<file path="src/rtl/uart_pkg.sv">
// Shared types and constants for the Patmos console UART receiver.
package uart_pkg;

  localparam int UART_DATA_W          = 8;
  localparam int DEFAULT_CLKS_PER_BIT = 694;

  typedef enum logic [2:0] {
    IDLE,
    START,
    DATA,
    PARITY,
    STOP,
    WAIT_HIGH
  } uart_rx_state_t;

endpackage

</file>
<file path="src/rtl/uart_sync2.sv">
// Two-flop synchronizer for the asynchronous serial line; both flops reset to
// the idle-high level so reset never looks like a start bit.
module uart_sync2 (
  input  logic clk,
  input  logic reset_n,
  input  logic d_i,
  output logic q_o
);

  logic [1:0] sync_q;

  always_ff @(posedge clk or negedge reset_n) begin
    if (!reset_n) begin
      sync_q <= 2'b11;
    end else begin
      sync_q <= {sync_q[0], d_i};
    end
  end

  assign q_o = sync_q[1];

endmodule

</file>
<file path="src/rtl/uart_rx_monitor.sv">
// 8N1 UART receiver with a one-entry holding register and valid/ready output.
// Define UART_RX_PARITY_EN to add an even-parity bit and the parity_err pulse.
module uart_rx_monitor
  import uart_pkg::*;
#(
  parameter int CLKS_PER_BIT = DEFAULT_CLKS_PER_BIT
) (
  input  logic                   clk,
  input  logic                   reset_n,
  input  logic                   rx_i,
  output logic [UART_DATA_W-1:0] out_data,
  output logic                   out_valid,
  input  logic                   out_ready,
  output logic                   frame_err,
  output logic                   overrun,
`ifdef UART_RX_PARITY_EN
  output logic                   parity_err,
`endif
  output logic                   busy
);

  localparam int               CNT_W    = $clog2(CLKS_PER_BIT + 1);
  localparam logic [CNT_W-1:0] CNT_FULL = CNT_W'(CLKS_PER_BIT);
  localparam logic [CNT_W-1:0] CNT_HALF = CNT_W'(CLKS_PER_BIT / 2);

  logic                   rx_s;
  uart_rx_state_t         state_q;
  logic [CNT_W-1:0]       cnt_q;
  logic [2:0]             idx_q;
  logic [UART_DATA_W-1:0] shiftReg_q;
  logic [UART_DATA_W-1:0] holdData_q;
  logic                   holdValid_q;
  logic                   frameErr_q;
  logic                   overrun_q;
  logic [1:0]             settle_q;
  logic                   rxPrev_q;
  logic                   expire;
`ifdef UART_RX_PARITY_EN
  logic                   parityBad_q;
  logic                   parityErr_q;
`endif

  uart_sync2 u_sync (
    .clk     (clk),
    .reset_n (reset_n),
    .d_i     (rx_i),
    .q_o     (rx_s)
  );

  assign expire = (cnt_q == CNT_W'(1));

  // rxPrev_q stays 0 until the synchronizer has flushed its reset value, so a
  // line that is already low at reset release cannot be mistaken for a start.
  always_ff @(posedge clk or negedge reset_n) begin
    if (!reset_n) begin
      state_q     <= IDLE;
      cnt_q       <= '0;
      idx_q       <= '0;
      shiftReg_q  <= '0;
      holdData_q  <= '0;
      holdValid_q <= 1'b0;
      frameErr_q  <= 1'b0;
      overrun_q   <= 1'b0;
      settle_q    <= 2'b00;
      rxPrev_q    <= 1'b0;
`ifdef UART_RX_PARITY_EN
      parityBad_q <= 1'b0;
      parityErr_q <= 1'b0;
`endif
    end else begin
      settle_q   <= {settle_q[0], 1'b1};
      rxPrev_q   <= settle_q[1] ? rx_s : 1'b0;
      frameErr_q <= 1'b0;
`ifdef UART_RX_PARITY_EN
      parityErr_q <= 1'b0;
`endif
      if (holdValid_q && out_ready) holdValid_q <= 1'b0;
      if (cnt_q != '0) cnt_q <= cnt_q - CNT_W'(1);

      case (state_q)
        IDLE: begin
          if (rxPrev_q && !rx_s) begin
            cnt_q   <= CNT_HALF;
            state_q <= START;
          end
        end
        START: begin
          if (expire) begin
            if (!rx_s) begin
              cnt_q   <= CNT_FULL;
              idx_q   <= '0;
              state_q <= DATA;
            end else begin
              state_q <= IDLE;
            end
          end
        end
        DATA: begin
          if (expire) begin
            shiftReg_q[idx_q] <= rx_s;
            cnt_q             <= CNT_FULL;
            idx_q             <= idx_q + 3'd1;
            if (idx_q == 3'd7) begin
`ifdef UART_RX_PARITY_EN
              state_q <= PARITY;
`else
              state_q <= STOP;
`endif
            end
          end
        end
`ifdef UART_RX_PARITY_EN
        PARITY: begin
          if (expire) begin
            parityBad_q <= (^shiftReg_q) ^ rx_s;
            cnt_q       <= CNT_FULL;
            state_q     <= STOP;
          end
        end
`endif
        STOP: begin
          if (expire) begin
`ifdef UART_RX_PARITY_EN
            parityErr_q <= parityBad_q;
`endif
            if (rx_s) begin
              // A simultaneous handshake frees the slot, so only a stalled consumer overruns.
              holdData_q  <= shiftReg_q;
              holdValid_q <= 1'b1;
              if (holdValid_q && !out_ready) overrun_q <= 1'b1;
              state_q     <= IDLE;
            end else begin
              frameErr_q <= 1'b1;
              state_q    <= WAIT_HIGH;
            end
          end
        end
        WAIT_HIGH: begin
          if (rx_s) state_q <= IDLE;
        end
        default: state_q <= IDLE;
      endcase
    end
  end

  assign out_data  = holdData_q;
  assign out_valid = holdValid_q;
  assign frame_err = frameErr_q;
  assign overrun   = overrun_q;
  assign busy      = (state_q != IDLE);
`ifdef UART_RX_PARITY_EN
  assign parity_err = parityErr_q;
`endif

endmodule

</file>
<file path="config.mk">
export PLATFORM = sky130hd
export DESIGN_NAME = uart_rx_monitor
export DESIGN_NICKNAME = d
export VERILOG_FILES = /design/src/rtl/uart_pkg.sv /design/src/rtl/uart_sync2.sv /design/src/rtl/uart_rx_monitor.sv
export SDC_FILE = /design/constraint.sdc
export NUM_CORES = 1
export LEC_CHECK = 0
export CAP_MARGIN = 20
export CELL_PAD_IN_SITES_DETAIL_PLACEMENT = 0
export CELL_PAD_IN_SITES_GLOBAL_PLACEMENT = 2
export CORE_ASPECT_RATIO = 1.1
export CORE_MARGIN = 10
export CORE_UTILIZATION = 34
export CTS_CLUSTER_DIAMETER = 60
export DETAILED_ROUTE_END_ITERATION = 7
export PLACE_DENSITY_LB_ADDON = 0.12
export SETUP_SLACK_MARGIN = 0.05
export SLEW_MARGIN = 20
export SYNTH_ARGS = -nofsm -noshare
export SYNTH_HDL_FRONTEND = slang
export SYNTH_SLANG_ARGS = --single-unit
</file>
<file path="constraint.sdc">
create_clock -name clk -period 1.9 [get_ports clk]
set_clock_uncertainty 0.05 [all_clocks]
set_input_delay 0.38 -clock clk [delete_from_list [all_inputs] [get_ports clk]]
set_output_delay 0.38 -clock clk [all_outputs]
set_load 0.1 [all_outputs]
</file>
==> results.txt, run 1 <==
The number of optimization iterations in the first detailed-route pass came out at 4. The ratio of routed vias to standard cells came out at 4.97. The x dimension of the die came out at 91.0 um.

The clock tree from TritonCTS is built. The port buffer count came out at 15. In the final routed layout, each cell accounts on average for 16.3 um. The maximum frequency from static timing analysis is 516 MHz. The met3 track demand over resource in global routing came out at 2.91%. The last weighted congestion value of the routability-driven placer came out at 0.800. The pin count of the biggest net entering global routing came out at 41. The number of warnings reported in the yosys synthesis log is 0.

The post-route standard cell area excluding fillers came out at 2830 um2. The number of failing hold endpoints at the final stage was 0. The per-instance average area after synthesis is 11.7 um2. The placed cell count is 273. The number of inserted filler cells in the final layout is 454. The wire-length estimate of the detail-placed layout is 3150 um. The number of antenna diodes in the final layout is 0.

Across the VDD grid, the largest voltage drop is 0.452 mV. The first global-routing pass estimated 7360 um of wire. Synthesis inferred 40 register bits. The cell area after technology mapping came out at 1880 um2. The shortest period the worst path allows came out at 1.94 ns. The clock latency of the later-clocked register in the worst-skew pair is 0.29 ns. The via count of the first global-routing pass is 1,505. The count of antenna-violating nets left after detailed routing is 0.

The overall overflow remaining after global route came out at 0. Max-cap violations in this run came to 0. Global routing used 11.4% of the available met1 tracks.

Setup violations remaining at the end of the flow were counted as 5. The number of distinct library cell variants in the gate-level netlist after synthesis came out at 42. The number of nets in the synthesized netlist is 169. The overall power of the completed layout came out at 0.00277 W. The instance count of the mapped netlist came out at 161. The initial antenna violation count is 0.

The maximum root-to-sink buffer count came out at 2. The flow ran to the end, but the final reports show violations. Across all layers, the routed design uses 1,435 vias. The die is 98.1 um tall. The startpoint type of the worst setup path is a register. STA classifies the critical path endpoint as a register. The total routing usage reported by global routing is 10.0%. The met2 global-route usage came out at 17.0%. The final non-filler cell total came out at 289. The total wire length after detailed routing is 4700 um. The highest fanout seen on the critical path is 5. The fraction of final layout cells sized beyond drive strength 1 is 45.8%. The post-synthesis sequential area ratio came out at 53.3%. From synthesis to final layout, the design area changed by 50.4%. The final cycle utilization of the critical path came out at 102%. The data required time at the worst endpoint is 2.02 ns.

The cell area power density came out at 979 nW/um2. The number of remaining DRC errors is 0. The total leakage power came out at 1.31 nW. The initial cell density of the core is 35.1%. The worst setup path is of the register to register kind. Setup repair after global routing could not meet its margin everywhere.

The placeable core region came out at 5360 um2. The worst-case setup margin in the final layout is -0.0371 ns. The worst-case headroom to the max-slew limit is 65.2%. The depth of the CTS H-tree is 2. The standard-cell row count came out at 28.

The root buffer cell is sky130_fd_sc_hd__clkbuf_8. The number of top-level pins is 16. The CTS clock-pin slew for the worst setup and hold paths came out at 0.08 ns. The final-report max-slew violation count came to 0. CTS saw 40 sinks. The final net count is 221. The number of hold buffers added after CTS is 0. The transition at the pin with the smallest max-transition slack came out at 0.523 ns. The detailed router's first-iteration violation count is 36. The layer with the highest usage after global routing is met2. The final reports fail on setup timing.

At the worst endpoint, the arrival time is 2.06 ns. The CTS buffer count came out at 5. The type of the worst min-delay path is input port to asynchronous set/reset pin.

The area of the die is 8920 um2. The placement-stage cell area came out at 2420 um2.
logic make-up (layout without fill, tap and decap cells):
| kind of cell | count (synthesis) | in the layout | share of synthesized area [%] |
|---|---|---|---|
| AO/OA/AOI/OAI | 21 | 21 | 7.11 |
| XOR/XNOR | 6 | 6 | 2.79 |
| adder cells (fa/ha/maj) | 4 | 4 | 2.66 |
| buffers and inverters | 9 | 61 | 2.06 |
| flip-flops | 40 | 40 | 53.3 |
| multiplexers | 20 | 20 | 11.7 |
| other | 1 | 1 | 0.199 |
| AND/OR/NAND/NOR | 60 | 61 | 20.2 |
cells in the mapped netlist, drive strengths merged:
cell	count	area [um2]
nor4	8	65.1
a211oi	1	7.51
nand4	3	18.8
or4	2	15.0
conb	1	3.75
o31ai	1	7.51
dfrtp	38	951
nand3	5	37.5
a22o	3	26.3
mux2i	4	40.0
mux2	16	180
xor2	2	17.5
and3	2	12.5
nor2b	4	25.0
o21ai	7	35.0
o2111ai	1	8.76
ha	4	50.1
a31o	1	8.76
o21bai	1	7.51
nor2	7	26.3
xnor2	4	35.0
or2b	1	7.51
nand2b	5	31.3
a21oi	4	20.0
a31oi	1	6.26
inv	5	18.8
clkbuf	2	7.51
dfstp	2	52.6
nor3	3	20.0
buf	2	12.5
and2	3	18.8
o22ai	1	6.26
nand4b	1	23.8
nand2	9	33.8
or3	6	37.5
nor3b	1	7.51
worst max-delay path, cell delays in order, from the launching register on:
cell and delay [ns]:
sky130_fd_sc_hd__dfrtp_1 0.41, sky130_fd_sc_hd__buf_6 0.13, sky130_fd_sc_hd__nor4_4 0.37, sky130_fd_sc_hd__nand3_4 0.14, sky130_fd_sc_hd__buf_6 0.16, sky130_fd_sc_hd__or3_4 0.34
sky130_fd_sc_hd__a22o_1 0.23
state kept, by name (all words and copies together) (netlist names):
signal and flops:
cnt_q 10, settle_q 2, idx_q 3, state_q 3, shiftReg_q 8, overrun 1, frame_err 1, out_valid 1
out_data 8, u_sync.sync_q 2, rxPrev_q 1
cell usage in the layout (no fill, tap or decap), drive strengths merged, types with 2 or more instances in the layout:
master | synthesis | layout
mux2i | 4 | 4
xor2 | 2 | 2
and3 | 2 | 2
nand2 | 9 | 9
inv | 5 | 5
clkbuf | 2 | 6
mux2 | 16 | 16
or3 | 6 | 6
o21ai | 7 | 7
nor2 | 7 | 7
nand2b | 5 | 5
ha | 4 | 4
and2 | 3 | 3
a21oi | 4 | 4
nor3 | 3 | 3
xnor2 | 4 | 4
dfstp | 2 | 2
or4 | 2 | 2
nand4 | 3 | 3
nor4 | 8 | 8
buf | 2 | 46
dfrtp | 38 | 38
nand3 | 5 | 5
nand4b | 1 | 2
nor2b | 4 | 4
a22o | 3 | 3
clkdlybuf4s50 | 0 | 2
area by class of cell:
type	count	area, um2	share of cell area (%)
clock buffers	6	72.6	2.56
clock inverters	2	35.0	1.24
inverters	5	18.8	0.663
multi-input cells	113	1050	37.3
flip-flops and latches	40	1000	35.5
well taps	75	93.8	3.31
repair buffers	48	552	19.5
routing by layer:
| layer | vias up | part of all wire [%] |
|---|---|---|
| met5 | - | 0 |
| met4 | 0 | 2.2 |
| met3 | 11 | 3.5 |
| met2 | 20 | 51 |
| met1 | 718 | 43 |
| li1 | 686 | - |
path summary, 6_finish.rpt:
kind	slack [ns]	cells after the start	end	from
worst max register to register	-0.04	6	idx_q[1]	cnt_q[4]
max in group asynchronous	1.33	2	u_sync.sync_q[1]	reset_n
worst min register to register	0.31	0	u_sync.sync_q[1]	u_sync.sync_q[0]
worst min-delay path	0.08	2	cnt_q[0]	reset_n
min in group clk	0.31	0	u_sync.sync_q[1]	u_sync.sync_q[0]
worst max-delay path	-0.04	6	idx_q[1]	cnt_q[4]
where the power goes:
group / switching (W) / internal, W / total, W
clock network: 0.000300 / 0.000390 / 0.000690
registers: 0.000123 / 0.000971 / 0.00109
logic: 0.000498 / 0.000491 / 0.000989
total: 0.000921 / 0.00185 / 0.00277
metrics by stage:
step | utilization, % | setup WS (ns) | setup TNS (ns) | hold slack [ns]
after global routing | 52.8 | -0.106 | -1.12 | 0.128
after CTS | 48.3 | 0.0124 | 0 | 0.112
after detailed placement | 45.2 | -0.0569 | -0.123 | 0.298
final | 52.8 | -0.0371 | -0.116 | 0.0764
after floorplan | - | 0.0260 | 0 | 0.0344
after global placement | 45.2 | -0.0818 | -0.126 | 0.285
timing repair:
item                                    in CTS  in global routing
gates resized for setup                     11                 37
pin swaps                                    0                 12
gates cloned                                 0                  1
endpoints found under the setup margin      20                 31
setup buffers                                1                  6
(Power assumes the default switching activity.)
==> run 2, diff against run 1 <==
CORE_UTILIZATION = 38   (was 34)
clock period = 1.8 ns   (was 1.9 ns; I/O delays follow)
==> run 2 against run 1 <==
The flow still finishes with violations (setup timing). Count of clock-buffer cells in the layout fell by 1. Cell area up 6.9%. Sequential cell count unchanged. Critical endpoint is now cnt_q[9]. Via count grew 4.7%. Setup slack lost 0.074 ns. Non-clock buffer count up 14. Final cell count shrank 1.4%. Register-to-register slack lost 0.07 ns. Sequential power is 4% higher. Highest routed layer unchanged. Total power grew 11%. Clock power decreased by 14%.
==> results.txt, run 2 (synthesis gave the netlist of run 1 again) <==
The number of inserted filler cells in the final layout is 359 (-21%). The fraction of final layout cells sized beyond drive strength 1 is 53.3% (+7.5 points). The net switching fraction of the power is 35.2% (+2.0 points). The part of the power in registers came to 36.8% (-2.7 points).

The routed metal-1 wirelength is 2060 um (+1.1%). The buffering stage count on the worst path with inverters included came out at 0 (-2). The diode insertion count for antenna repair came out at 0 (unchanged). The x dimension of the die came out at 87.1 um (-4.2%). The power dissipated by switching net loads is 0.00108 W (+17%). The flow ran to the end, but the final reports show violations. The transition at the pin with the smallest max-transition slack is 0.506 ns (-0.0168 ns).

The last weighted congestion value of the routability-driven placer is 0.784 (-2.0%). The number of top-level pins came out at 16 (unchanged). The root buffer cell is sky130_fd_sc_hd__clkbuf_8.

The port buffer count is 15 (unchanged). After detailed routing, no signal wire sits above met4. The clock power share came out at 19.2% (-5.7 points).

The met3 wire length came out at 170 um (+3.0%). The CTS clock-pin slew for the worst setup and hold paths is 0.08 ns (about the same). The clock latency of the later-clocked register in the worst-skew pair is 0.29 ns (about the same). The total leakage power came out at 1.41 nW (+7.7%).

The number of sinks on the clock net is 40 (unchanged). The number of gates on the worst path with buffers counted came to 4 (-2). Leaving out fill and tap cells, the most frequent cell in the layout is sky130_fd_sc_hd__dfrtp_1. The shortest period the worst path allows came out at 1.91 ns (-0.0258 ns). The data required time at the worst endpoint was 1.97 ns (-0.05 ns). The number of failing hold endpoints at the final stage came out at 0 (unchanged). The standard-cell row count came out at 26 (-7.1%). The area growth from synthesis to layout is 60.8%. The largest stage delay on the critical path came to 0.54 ns (+0.13 ns). The depth of the CTS H-tree is 2 (unchanged). The routed wirelength normalized by instance count came out at 17.2 um (+5.4%). The number of remaining DRC errors came out at 0 (unchanged). The critical setup path kind is register to register. The detailed router's first-iteration violation count is 68 (+89%). The number of optimization iterations in the first detailed-route pass is 4 (unchanged). In the layout the commonest cells are 38 x sky130_fd_sc_hd__dfrtp_1, 28 x sky130_fd_sc_hd__buf_4, 16 x sky130_fd_sc_hd__buf_6. The max capacitance violation total came out at 0 (unchanged). The critical path goes through or4_4, or4_4, xor2_2, o21ai_1. The via count of the first global-routing pass came out at 1,638 (+8.8%). Setup repair after global routing could not meet its margin everywhere. The final cycle utilization of the critical path is 106% (+4.2 points). The total wire length after detailed routing is 4890 um (+4.0%). The worst hold path belongs to the class register to register.

The final HPWL from detailed placement came out at 3200 um (+1.7%). The CTS buffer count is 5 (unchanged). TritonCTS built the clock tree. The portion of total power attributed to combinational logic was 44.0% (+8.3 points). The internal power summed over all cells came to 0.00199 W (+7.5%).

The ratio of routed vias to standard cells came out at 5.27 (+6.1%). The startpoint type of the worst setup path is a register. The total routing usage reported by global routing came out at 12.3% (+2.3 points). The register with the most flip-flops in the final layout is cnt_q. Counting stages on the worst path, the most repeated cell is sky130_fd_sc_hd__or4_4. The worst setup path is captured at a register.

The length of routed met2 wiring came out at 2630 um (+9.8%). The maximum root-to-sink buffer count is 2 (unchanged). The worst-case headroom to the max-slew limit is 66.2% (+1.0 points).

The placeable core region is 4720 um2 (-12%). The maximum frequency from static timing analysis is 523 MHz (+1.3%). The final reports fail on setup timing.

The overall overflow remaining after global route came out at 0 (unchanged). The post-placement setup slack came to -0.124 ns (-0.0668 ns). The final setup violation count came to 18 (+13). The first-pass GRT wire length was 8090 um (+9.9%). The total number of vias came out at 1,502 (+4.7%). The data arrival at the endpoint of the critical path was 2.08 ns (+0.02 ns). The top cell family by delay on the critical path is simple AND/OR/NAND/NOR gates. The highest fanout seen on the critical path is 3 (-2). The largest vdd supply drop came out at 0.553 mV (+22%). The slowest stage of the critical path is the sky130_fd_sc_hd__or4_4 cell. The area of the die is 8170 um2 (-8.3%). The pin count of the biggest net entering global routing is 16 (-61%). The cell area power density is 1010 nW/um2 (+3.6%). The worst-case setup margin in the final layout came out at -0.111 ns (-0.0742 ns). The final net count is 236 (+6.8%). The initial cell density of the core is 39.9% (+4.8 points).

The chip height came to 93.8 um (-4.3%). The hold-critical path depth is 0. The initial antenna violation count is 0 (unchanged). The final-report max-slew violation count came out at 0 (unchanged).

The overall power of the completed layout came to 0.00307 W (+11%). The number of cells on the worst reg-to-reg path is 4 (-2). The final core area utilization is 64.2% (+11 points).

The count of antenna-violating nets left after detailed routing is 0 (unchanged). The number of flip-flops in the largest register was 10 (unchanged).
[run 2: layer usage]
layer  global-route usage, %  vias up
met2                    21.8       20
met1                    13.7      761
met4                    4.12        0
li1                        -      719
met3                    3.65        2
met5                       0        -
[run 2: power by group through the flow]
stage / Sequential [W] / Clock, W / Combinational (W)
finish: 0.00113 / 0.000590 / 0.00135
global route: 0.00115 / 0.000647 / 0.00147
CTS: 0.00111 / 0.000606 / 0.00118
detailed placement: 0.00114 / 0 / 0.000950
global placement: 0.00113 / 0 / 0.000927
floorplan: 0.00116 / 0 / 0.000488
[run 2: layout make-up]
class	instances	area, um2	area share [%]
clock buffers	5	68.8	2.27
clock inverters	3	18.8	0.620
inverters	5	18.8	0.620
multi-input cells	114	1140	37.7
flip-flops and latches	40	1000	33.1
well taps	56	70.1	2.31
repair buffers	62	706	23.3
[run 2: timing repair]
action | 4_1_cts | 5_1_grt
hold buffers | 1 | 0
setup buffers | 10 | 8
cloned | 2 | 0
hold endpoints to repair | 11 | 0
endpoints found under the setup margin | 30 | 35
gates resized for setup | 36 | 37
pin swaps | 11 | 12
[run 2: final timing paths]
| check | start | end | slack, ns |
|---|---|---|---|
| setup / recovery | cnt_q[5] | cnt_q[9] | -0.11 |
| hold / removal | settle_q[0] | settle_q[1] | 0.31 |
| setup reg to reg | cnt_q[5] | cnt_q[9] | -0.11 |
| hold reg to reg | settle_q[0] | settle_q[1] | 0.31 |
| max in group asynchronous | reset_n | u_sync.sync_q[1] | 0.69 |
| min in group asynchronous | reset_n | idx_q[0] | 0.43 |
[run 2: worst reg2reg max path: stages, from the launching register on]
cell                      delay [ns]
sky130_fd_sc_hd__dfrtp_1        0.43
sky130_fd_sc_hd__or4_4          0.51
sky130_fd_sc_hd__or4_4          0.54
sky130_fd_sc_hd__xor2_2         0.19
sky130_fd_sc_hd__o21ai_1        0.11
[run 2: through the flow]
stage	cells	hold slack (ns)	area [um2]	TNS (ns)
finish	285	0.312	3030	-0.892
global route	285	0.315	3030	-2.48
CTS	278	0.312	2810	-0.662
detailed placement	257	0.216	2420	-0.771
global placement	257	0.214	2420	-0.482
floorplan	161	0.0144	1900	-0.829
